==> src/rtl/seg_capture_if.sv <==
// Seven-segment scan bus as seen by seg_capture: raw digit/segment lines in,
// decoded frame out.
interface seg_capture_if;
  logic [7:0]  dig;
  logic [7:0]  segm;
  logic [31:0] value;
  logic [7:0]  dp;
  logic [7:0]  blank;
  logic        frame_valid;
  logic        frame_err;

  modport master (
    output dig, segm,
    input  value, dp, blank, frame_valid, frame_err
  );

  modport slave (
    input  dig, segm,
    output value, dp, blank, frame_valid, frame_err
  );
endinterface

==> src/rtl/seg_capture.sv <==
// Decodes the scanned 8-digit seven-segment bus back into a 32-bit frame.
// Define SEG_CAPTURE_DP_EN to capture decimal points (segm[7]); otherwise dp reads 0.
//
// state   | meaning
// IDLE    | no digit of the current frame accepted yet
// FILL    | some, but not all, digits of the current frame accepted
// PUBLISH | all 8 digits seen; outputs just updated, frame_valid high
module seg_capture #(
  parameter int unsigned STABLE_CYCLES = 4
) (
  input  logic         clk,
  input  logic         rst_n,
  seg_capture_if.slave bus
);

  typedef enum logic [1:0] {IDLE, FILL, PUBLISH} state_t;

  state_t      state, state_d;
  logic [7:0]  s_dig, s_seg, in_seg;
  logic [7:0]  cnt, cnt_d;
  logic        sample_match;
  logic [7:0]  seen, seen_d;
  logic        err_acc, err_acc_d;
  logic [31:0] sh_nib, sh_nib_d;
  logic [7:0]  sh_blank, sh_blank_d;
  logic [31:0] value_q;
  logic [7:0]  blank_q;
  logic        frame_err_q;
  logic        one_low, accept;
  logic [2:0]  acc_idx;
  logic [3:0]  dec_nib;
  logic        dec_blank, dec_err;

`ifdef SEG_CAPTURE_DP_EN
  logic [7:0]  sh_dp, sh_dp_d;
  logic [7:0]  dp_q;

  assign in_seg = bus.segm;
  assign bus.dp = dp_q;
`else
  logic        unused_segm_dp;

  // Forcing bit 7 high keeps dp-only activity from disturbing the dwell count.
  assign in_seg         = {1'b1, bus.segm[6:0]};
  assign unused_segm_dp = bus.segm[7];
  assign bus.dp         = 8'h00;
`endif

  // s_* is both the current sample and the "previous" for the incoming one,
  // so cnt always describes how long the registered sample has been stable.
  assign sample_match = ({bus.dig, in_seg} == {s_dig, s_seg});
  assign cnt_d        = !sample_match ? 8'd0 : (cnt == 8'hFF) ? cnt : cnt + 8'd1;

  always_comb begin
    acc_idx = 3'd0;
    for (int i = 0; i < 8; i++) begin
      if (!s_dig[i]) acc_idx = 3'(i);
    end
  end

  assign one_low = ($countones(~s_dig) == 1);
  assign accept  = (cnt == 8'(STABLE_CYCLES - 1)) && one_low;

  always_comb begin
    dec_nib   = 4'h0;
    dec_blank = 1'b0;
    dec_err   = 1'b0;
    case (s_seg[6:0])
      7'h40: dec_nib = 4'h0;
      7'h79: dec_nib = 4'h1;
      7'h24: dec_nib = 4'h2;
      7'h30: dec_nib = 4'h3;
      7'h19: dec_nib = 4'h4;
      7'h12: dec_nib = 4'h5;
      7'h02: dec_nib = 4'h6;
      7'h78: dec_nib = 4'h7;
      7'h00: dec_nib = 4'h8;
      7'h10: dec_nib = 4'h9;
      7'h08: dec_nib = 4'hA;
      7'h03: dec_nib = 4'hB;
      7'h46: dec_nib = 4'hC;
      7'h21: dec_nib = 4'hD;
      7'h06: dec_nib = 4'hE;
      7'h0E: dec_nib = 4'hF;
      7'h7F: dec_blank = 1'b1;
      default: dec_err = 1'b1;
    endcase
  end

  // An accept landing in the PUBLISH cycle starts the next frame.
  always_comb begin
    sh_nib_d   = sh_nib;
    sh_blank_d = sh_blank;
    seen_d     = (state == PUBLISH) ? 8'h00 : seen;
    err_acc_d  = (state == PUBLISH) ? 1'b0 : err_acc;
    if (accept) begin
      sh_nib_d[{acc_idx, 2'b00} +: 4] = dec_nib;
      sh_blank_d[acc_idx]             = dec_blank;
      seen_d[acc_idx]                 = 1'b1;
      err_acc_d                       = err_acc_d | dec_err;
    end
  end

`ifdef SEG_CAPTURE_DP_EN
  always_comb begin
    sh_dp_d = sh_dp;
    if (accept) sh_dp_d[acc_idx] = ~s_seg[7];
  end

  always_ff @(posedge clk) begin
    if (!rst_n) begin
      sh_dp <= 8'h00;
      dp_q  <= 8'h00;
    end else begin
      sh_dp <= sh_dp_d;
      if (state_d == PUBLISH) dp_q <= sh_dp_d;
    end
  end
`endif

  always_comb begin
    state_d = FILL;
    if (seen_d == 8'hFF)      state_d = PUBLISH;
    else if (seen_d == 8'h00) state_d = IDLE;
  end

  always_ff @(posedge clk) begin
    if (!rst_n) begin
      state       <= IDLE;
      s_dig       <= 8'h00;
      s_seg       <= 8'h00;
      cnt         <= 8'd0;
      seen        <= 8'h00;
      err_acc     <= 1'b0;
      sh_nib      <= 32'h0;
      sh_blank    <= 8'h00;
      value_q     <= 32'h0;
      blank_q     <= 8'h00;
      frame_err_q <= 1'b0;
    end else begin
      state    <= state_d;
      s_dig    <= bus.dig;
      s_seg    <= in_seg;
      cnt      <= cnt_d;
      seen     <= seen_d;
      err_acc  <= err_acc_d;
      sh_nib   <= sh_nib_d;
      sh_blank <= sh_blank_d;
      if (state_d == PUBLISH) begin
        value_q     <= sh_nib_d;
        blank_q     <= sh_blank_d;
        frame_err_q <= err_acc_d;
      end
    end
  end

  assign bus.value       = value_q;
  assign bus.blank       = blank_q;
  assign bus.frame_err   = frame_err_q;
  assign bus.frame_valid = (state == PUBLISH);

endmodule
==> src/flat_wrapper.sv <==
// flat-port wrapper written by rule: the top's interface ports become plain ports
module seg_capture_flat 
#(
  parameter int unsigned STABLE_CYCLES = 4
)
  (clk, rst_n, bus_dig, bus_segm, bus_value, bus_dp, bus_blank, bus_frame_valid, bus_frame_err);
  seg_capture_if bus_i ();
  input  logic clk;
  input  logic rst_n;
  input wire logic [$bits(bus_i.dig)-1:0] bus_dig;
  input wire logic [$bits(bus_i.segm)-1:0] bus_segm;
  output wire logic [$bits(bus_i.value)-1:0] bus_value;
  output wire logic [$bits(bus_i.dp)-1:0] bus_dp;
  output wire logic [$bits(bus_i.blank)-1:0] bus_blank;
  output wire logic [$bits(bus_i.frame_valid)-1:0] bus_frame_valid;
  output wire logic [$bits(bus_i.frame_err)-1:0] bus_frame_err;
  assign bus_i.dig = bus_dig;
  assign bus_i.segm = bus_segm;
  assign bus_value = bus_i.value;
  assign bus_dp = bus_i.dp;
  assign bus_blank = bus_i.blank;
  assign bus_frame_valid = bus_i.frame_valid;
  assign bus_frame_err = bus_i.frame_err;
  seg_capture #(.STABLE_CYCLES(STABLE_CYCLES)) u_core (.clk(clk), .rst_n(rst_n), .bus(bus_i));
endmodule
==> config.mk <==
export PLATFORM = sky130hd
export DESIGN_NAME = seg_capture_flat
export DESIGN_NICKNAME = d
export VERILOG_FILES = /design/src/rtl/seg_capture_if.sv /design/src/rtl/seg_capture.sv /design/src/flat_wrapper.sv
export SDC_FILE = /design/constraint.sdc
export NUM_CORES = 1
export LEC_CHECK = 0
export ABC_AREA = 1
export CAP_MARGIN = 20
export CELL_PAD_IN_SITES_DETAIL_PLACEMENT = 0
export CELL_PAD_IN_SITES_GLOBAL_PLACEMENT = 2
export CORE_MARGIN = 2
export CORE_UTILIZATION = 30
export CTS_CLUSTER_DIAMETER = 40
export CTS_CLUSTER_SIZE = 16
export DETAILED_ROUTE_END_ITERATION = 12
export GPL_TIMING_DRIVEN = 0
export PLACE_DENSITY_LB_ADDON = 0.1
export SLEW_MARGIN = 30
export SYNTH_ARGS = -nofsm -noshare
export SYNTH_HDL_FRONTEND = slang
export SYNTH_SLANG_ARGS = --single-unit
==> constraint.sdc <==
create_clock -name clk -period 7.1 [get_ports clk]
set_clock_uncertainty 0.1 [all_clocks]
set_input_delay 1.065 -clock clk [delete_from_list [all_inputs] [get_ports clk]]
set_output_delay 1.065 -clock clk [all_outputs]
set_load 0.1 [all_outputs]
==> metrics.md, run 1 <==
| Metric | Value |
|---|---|
| Status | `completed` |
| Number of synthesized register bits | `116` |
| Arrival time of data at the critical path endpoint | `4.91 ns` |
| Achievable Freq | `0.213 GHz` |
| Via count of the first global-routing pass | `4872` |
| CTS tree | `done` |
| Worst vdd ir | `0.160 mV` |
| Flip-flop cell with the highest count after synthesis | `dfxtp_1` |
| Pins over their slew limit | `0` |
| M2 GR Usage | `23.6%` |
| Met3 demand-to-capacity share in global routing | `3.02%` |
| Count of standard-cell rows | `50` |
| Area delta synth->final | `26.3%` |
| Max-capacitance violation count | `0` |
| Top cells by area in the synthesized netlist | `dfxtp_1 40%, nand2_1 15%, inv_1 9.8%, nor2_1 5.1%, nand3_1 5.0%` |
| Peak-usage layer in the global routing report | `met2` |
| Required time of the critical path | `7.31 ns` |
| Skew-Pair Late Insertion Delay | `0.41 ns` |
| Syn_area_per_cell | `6.88 um^2` |
| Resized cells post-CTS | `0` |
| Number of detailed-route iterations in the first pass | `5` |
| Unrepaired setup endpoints after global routing | `no` |
| Kind of cell adding the most delay to the critical path | `adder cells` |
| Number of CTS-inserted buffers | `17` |
| Non-filler cells, final | `1168` |
| Number of stages on the worst hold path | `2` |
| Wire length of the first global-routing pass | `24900 um` |
| Worst R2R End | `u_core.bus.value[26]` |
| Worst R2R Path Depth | `24` |
| Fill cell total of the finished layout | `2000` |
| Highest-delay cell along the critical path | `fa_1` |
| Final weighted congestion of routability-driven global placement | `0.879` |
| Dpl hpwl | `11900 um` |
| Synthesized instance count | `839` |
| Min Clock Period, post-route | `4.70 ns` |
| Share of synthesized registers carrying an async set or reset | `0%` |
| Path type of the worst min-delay path | `reg -> reg` |
| Per-cell routed wire length | `13.0 um` |
| Netlist area before placement | `5770 um^2` |
| Power density normalized to cell area | `232 nW/um^2` |
| Number of buffers inserted by port buffering | `58` |
| Number of failing hold endpoints at the final stage | `0` |
| Placed Cells incl. Taps | `1138` |
| CTS HTree Levels | `4` |
| Total setup violations reported at the end of the flow | `0` |
| Chip Width | `143 um` |
| Met1 track demand over resource | `22.4%` |
| Layout Nets | `959` |
| Proportion of synthesized chip area in sequential cells | `40.2%` |
| DRT Wirelength | `15100 um` |
| CP max stage delay | `0.54 ns` |
| Slew @ Worst Pin | `0.976 ns` |
| Terminating pin of the worst hold path | `u_core.bus.blank[0]` |
| Per-cell via count in the routed design | `4.45` |
| Final setup TNS | `0 ns` |
| CP max FO | `10` |
| Fraction of final layout cells with drive strength greater than 1 | `8.89%` |
| Share of Yosys cell area claimed by the top area cell type | `40.2%` |
| Post-route DRC violation count | `0` |
| Longest Clk Path Bufs | `2` |
| Clock slew at reported path FFs | `0.05 ns` |
| Number of flops mapped to enable cells by yosys | `0` |
| Antenna fix cells | `0` |
| Number of sinks driven by the clock tree | `116` |
| Startpoint of the lowest-slack register-to-register path | `u_core.s_dig[7]` |
| Starting density of the core | `30.8%` |
| Endpoint type of the worst setup path | `register` |
| Reg2Reg Setup Slack | `2.40 ns` |
| Final period util | `66.2%` |
| Total routing usage reported by global routing | `15.8%` |
| Count of nets left with antenna violations after detail routing | `0` |
| Library cell used as clock root buffer | `clkbuf_16` |
| Pin count of the biggest net entering global routing | `17` |
| Via count of the routed design | `5197` |
| Count of distinct cell types in the synthesized netlist | `41` |
| Worst Min Path Start | `u_core.bus.blank[0]` |
| Core ar. | `18800 um^2` |
| Count of pins on the block boundary | `68` |
| Starting DRC count in detailed routing | `344` |
| Leading area contributor after synthesis | `dfxtp_1` |
| Critical path, cell by cell | `buf_2 -> inv_1 -> ha_1 -> fa_1 -> inv_1 -> fa_1 -> inv_1 -> ha_1 -> fa_1 -> inv_1 -> nand2_1 -> nor2_1 -> nand3_4 -> nor2_4 -> nand2_1 -> nand2_1 -> nand2_4 -> nor2_8 -> nand2_4 -> nand2_4 -> buf_6 -> nand2_1 -> nand2_1 -> inv_1` |
| Leakage component of the power | `3.65 nW` |
| Total Die Area | `20400 um^2` |
| Slew Limit Headroom | `34.7%` |
| Post-CTS setup buffer count | `0` |
| Die extent in y | `143 um` |
| Count of yosys warnings during synthesis | `0` |
| Worst setup SP type | `register` |
| Type of the worst setup path | `reg -> reg` |
| Hold bufs inserted after CTS | `0` |
| CP Buf/Inv Count | `7` |
| Total gr overflow | `0` |
| Number of antenna violations at the first check in global routing | `0` |
-- registers in the layout, indices dropped and copies added (netlist names) --
register              flops
u_core.bus.blank          8
u_core.err_acc            1
u_core.s_dig              8
u_core.sh_nib            32
u_core.bus.frame_err      1
u_core.sh_blank           8
u_core.s_seg              8
u_core.cnt                8
u_core.state              2
u_core.bus.value         32
u_core.seen               8
-- synthesized netlist by cell type (5+ instances only) --
library cell and count:
buf_4 8, nor2_1 78, o21ai_0 26, nor3_1 16, nand3_1 58, nand4_1 13
buf_2 6, xnor2_1 5, dfxtp_1 116, clkbuf_1 7, ha_1 14, inv_2 6
nand2_1 227, inv_1 151, nor4_1 5, nand2_4 6, nand2_2 10, a21oi_1 34
o21ai_1 17
-- cell families after synthesis --
| kind of cell | after synthesis | share of synthesized area [%] |
|---|---|---|
| buffers and inverters | 186 | 13.2 |
| other | 1 | 0.0650 |
| and+or+nand+nor | 427 | 33.3 |
| AOI/OAI and AO/OA | 86 | 7.98 |
| DFF | 116 | 40.2 |
| adders and majority gates | 18 | 4.42 |
| xor gates and xnor gates | 5 | 0.759 |
-- layer usage --
| layer | up-vias | part of all wire [%] | routed length (um) |
|---|---|---|---|
| li1 | 2746 | - | - |
| met1 | 2345 | 53 | 8080 |
| met2 | 88 | 42 | 6320 |
| met3 | 18 | 3.1 | 474 |
| met4 | 0 | 1.7 | 263 |
| met5 | - | 0 | 0 |
-- cells in the final DEF, fill, tap and decap left out, types with 8 or more instances in the layout --
cell type	n
nor3_1	16
nand4_1	13
nor2_1	78
nand3_1	58
clkbuf_1	8
dfxtp_1	116
clkdlybuf4s50_1	58
ha_1	14
clkbuf_16	17
a21oi_1	34
buf_4	8
conb_1	8
inv_1	151
nand2_2	10
o21ai_1	17
nand2_1	227
o21ai_0	26
-- how the worst max path moves through the flow --
stage | startpoint | to | slack, ns | cells after the start
detailed placement | u_core.s_dig[7] | u_core.bus.value[26] | 2.39 | 24
global placement | u_core.s_dig[7] | u_core.bus.value[26] | 2.47 | 22
CTS | u_core.s_dig[7] | u_core.bus.value[26] | 2.38 | 24
global route | u_core.s_dig[7] | u_core.bus.value[15] | 2.17 | 24
floorplan | u_core.s_dig[7] | u_core.bus.blank[0] | 2.99 | 19
finish | u_core.s_dig[7] | u_core.bus.value[26] | 2.40 | 24
-- worst min-delay path, stage by stage (launching register included) --
cell	delay (ns)
dfxtp_1	0.31
nand2_1	0.06
a21oi_1	0.05
-- metrics by stage --
step / worst slack [ns] / instance area (um^2) / hold WS (ns) / total power [mW] / utilization [%]
2_1_floorplan: 2.99 / 5800 / 0.347 / 0.773 / -
3_3_place_gp: 2.47 / 6670 / 0.355 / 0.810 / 35.6
3_5_place_dp: 2.39 / 6670 / 0.357 / 0.812 / 35.6
4_1_cts: 2.38 / 7290 / 0.365 / 1.71 / 38.9
5_1_grt: 2.17 / 7290 / 0.378 / 1.76 / 38.9
6_report: 2.40 / 7290 / 0.361 / 1.69 / 38.9
-- where the power goes --
group,total (mW),internal [mW],switching [mW]
sequential,0.662,0.656,0.00519
combinational,0.136,0.0435,0.0925
clock,0.891,0.595,0.297
total,1.69,1.29,0.394
-- layout make-up --
type | instances | area [um^2] | area share (%)
Buffer | 27 | 165 | 2.26
Clock inverter | 7 | 121 | 1.66
Sequential cell | 116 | 2320 | 31.8
Timing Repair Buffer | 58 | 581 | 7.96
Tap cell | 234 | 293 | 4.02
Multi-Input combinational cell | 544 | 2710 | 37.2
Inverter | 159 | 598 | 8.20
Clock buffer | 23 | 498 | 6.83
(Power assumes the default switching activity.)
==> run 2: changes to the inputs <==
Settings changed: CORE_UTILIZATION 30 to 28.
Clock period 7.1 ns to 3.9 ns, I/O delays scaled along.
==> run 2 against run 1 <==
Against the previous run:
- the run now ends with setup timing left
- register-to-register slack got worse by 2.4 ns
- worst setup slack worse by 2.4 ns
- clock power is 86% higher
- design area up 11%
- count of clock-buffer cells in the layout decreased by 4
- critical path type unchanged
==> metrics.md, run 2 (synthesis results as in run 1) <==
| Metric | Value |
|---|---|
| Number of sinks driven by the clock tree | `116 (unchanged)` |
| Final weighted congestion of routability-driven global placement | `0.813 (was 0.879)` |
| Worst Min Path Start | `u_core.bus.blank[4] (was u_core.bus.blank[0])` |
| Number of buffers inserted by port buffering | `58 (unchanged)` |
| Min Clock Period, post-route | `3.94 ns (was 4.70 ns)` |
| Per-cell routed wire length | `13.4 um (was 13.0 um)` |
| Arrival time of data at the critical path endpoint | `4.18 ns (was 4.91 ns)` |
| Startpoint of the lowest-slack register-to-register path | `u_core.s_dig[6] (was u_core.s_dig[7])` |
| Reg2Reg Setup Slack | `-0.04 ns (was 2.40 ns)` |
| Starting DRC count in detailed routing | `266 (was 344)` |
| Chip Width | `148 um (was 143 um)` |
| Violated checks | `setup timing` |
| Power after layout | `3.16 mW (was 1.69 mW)` |
| Count of standard-cell rows | `52 (was 50)` |
| Type of the worst setup path | `reg -> reg (unchanged)` |
| Dpl hpwl | `12300 um (was 11900 um)` |
| Final period util | `101% (was 66.2%)` |
| Longest Clk Path Bufs | `2 (unchanged)` |
| Final setup TNS | `-0.310 ns (was 0 ns)` |
| Per-cell via count in the routed design | `4.36 (was 4.45)` |
| Layout Nets | `990 (was 959)` |
| Number of stages on the worst hold path | `2 (unchanged)` |
| Terminating pin of the worst hold path | `u_core.bus.blank[4] (was u_core.bus.blank[0])` |
| Commonest non-fill, non-tap cells in the layout | `200 x nand2_1, 141 x inv_1, 110 x dfxtp_1 (was 227 x nand2_1, 151 x inv_1, 116 x dfxtp_1)` |
| Count of nets left with antenna violations after detail routing | `0 (unchanged)` |
| Instance area at placement | `6760 um^2 (was 6670 um^2)` |
| Library cell used as clock root buffer | `clkbuf_16 (unchanged)` |
| Slew Limit Headroom | `35.2% (was 34.7%)` |
| Wire length of the first global-routing pass | `27000 um (was 24900 um)` |
| Number of CTS-inserted buffers | `17 (unchanged)` |
| CP max FO | `8 (was 10)` |
| Worst R2R Path Depth | `19 (was 24)` |
| Slew @ Worst Pin | `0.970 ns (was 0.976 ns)` |
| Required time of the critical path | `4.15 ns (was 7.31 ns)` |
| Worst setup SP type | `register (unchanged)` |
| Endpoint type of the worst setup path | `register (unchanged)` |
| Area delta synth->final | `39.8% (was 26.3%)` |
| Fill cell total of the finished layout | `2148 (was 2000)` |
| Total setup violations reported at the end of the flow | `16 (was 0)` |
| Design Area, Final | `8070 um^2 (was 7290 um^2)` |
| Via count of the first global-routing pass | `5278 (was 4872)` |
| Die extent in y | `148 um (was 143 um)` |
| Pin count of the biggest net entering global routing | `17 (unchanged)` |
| Core Util, Final | `39.9% (was 38.9%)` |
| Status | `finished with violations (was completed)` |
| Count of pins on the block boundary | `68 (unchanged)` |
| Power density normalized to cell area | `391 nW/um^2 (was 232 nW/um^2)` |
| Post-route DRC violation count | `0 (unchanged)` |
| Pre-CTS setup slack | `-0.537 ns (was 2.39 ns)` |
| CTS tree | `done (unchanged)` |
| Worst Hold Margin | `0.349 ns (was 0.361 ns)` |
| Clock slew at reported path FFs | `0.06 ns (was 0.05 ns)` |
| Number of detailed-route iterations in the first pass | `4 (was 5)` |
| Antenna fix cells | `0 (unchanged)` |
| Fin worst setup slack | `-0.0354 ns (was 2.40 ns)` |
| Via count of the routed design | `5395 (was 5197)` |
| Fraction of final layout cells with drive strength greater than 1 | `20.3% (was 8.89%)` |
| Achievable Freq | `0.254 GHz (was 0.213 GHz)` |
| Worst R2R End | `u_core.bus.value[28] (was u_core.bus.value[26])` |
| Non-filler cells, final | `1237 (was 1168)` |
| Worst vdd ir | `0.255 mV (was 0.160 mV)` |
| Skew-Pair Late Insertion Delay | `0.41 ns (about the same)` |
| Pins over their slew limit | `0 (unchanged)` |
| Total Die Area | `21800 um^2 (was 20400 um^2)` |
| Unrepaired setup endpoints after global routing | `yes (was no)` |
| Number of failing hold endpoints at the final stage | `0 (unchanged)` |
| Max-capacitance violation count | `0 (unchanged)` |
| Total routing usage reported by global routing | `15.8% (about the same)` |
| Placed Cells incl. Taps | `1174 (was 1138)` |
| Most frequent standard cell in the layout excluding fill and tap cells | `nand2_1 (unchanged)` |
| Core ar. | `20200 um^2 (was 18800 um^2)` |
| Number of antenna violations at the first check in global routing | `0 (unchanged)` |
| Total gr overflow | `0 (unchanged)` |
| DRT Wirelength | `16600 um (was 15100 um)` |
| Path type of the worst min-delay path | `reg -> reg (unchanged)` |
| CTS HTree Levels | `4 (unchanged)` |
| Leakage component of the power | `3.92 nW (was 3.65 nW)` |
| Starting density of the core | `28.5% (was 30.8%)` |
[run 2: cell types whose count changed in the layout (fill, tap and decap cells not counted), moves of 9 or more]
cell | previous run | this run
inv_1 | 151 | 141
nand2_1 | 227 | 200
buf_4 | 8 | 26
nand3_1 | 58 | 49
nand2_2 | 10 | 27
buf_6 | 2 | 14
inv_2 | 6 | 15
[run 2: repair_timing]
action                     4_1_cts  5_1_grt
pin swaps                       19       20
hold buffers                     0        0
buffers inserted                26        4
resized for setup               77       45
setup endpoints to repair       69       67
cloned                           2        1
[run 2: final cells by class]
cell class              count  area (um^2)  area share [%]
multi-input cells         544         3070            38.0
inverters                 159          606            7.50
clock inverters            13          171            2.12
clock buffers              19          453            5.61
flip-flops and latches    116         2340            29.0
plain buffers              25          171            2.12
repair buffers             91          927            11.5
well taps                 270          338            4.19
[run 2: where the power goes]
part	switching, mW	total [mW]	internal, mW	leakage, nW
Clock	0.606	1.66	1.05	0.306
Sequential	0.00791	1.20	1.19	0.941
Combinational	0.195	0.300	0.104	2.67
[run 2: critical path, stage by stage (launching register included)]
cell	delay, ns
dfxtp_4	0.34
inv_2	0.06
ha_4	0.16
fa_1	0.54
inv_1	0.05
fa_1	0.47
inv_1	0.05
ha_2	0.17
fa_2	0.47
nor2_4	0.14
nand3_4	0.16
nor2_4	0.17
nand2_2	0.13
nand2_4	0.10
nand2_4	0.06
nor2_8	0.14
buf_6	0.12
nand3_4	0.14
buf_6	0.20
o21ai_1	0.10
[run 2: worst max-delay path by stage]
stage	from	to	slack [ns]	cells after the start
global route	u_core.s_dig[7]	u_core.bus.value[3]	-0.20	20
finish	u_core.s_dig[6]	u_core.bus.value[28]	-0.04	19
floorplan	u_core.s_dig[7]	u_core.bus.blank[3]	0.01	24
global placement	u_core.s_dig[7]	u_core.bus.value[27]	-0.46	22
CTS	u_core.s_dig[7]	u_core.bus.value[28]	-0.07	20
detailed placement	u_core.s_dig[7]	u_core.bus.blank[3]	-0.54	22
[run 2: routing by layer]
layer | GRT usage, % | vias up | part of all wire [%]
met4 | 4.38 | 0 | 0.82
met5 | 0 | - | 0
met1 | 22.1 | 2477 | 52
met3 | 3.89 | 9 | 3.4
met2 | 24.4 | 102 | 44
li1 | - | 2807 | -
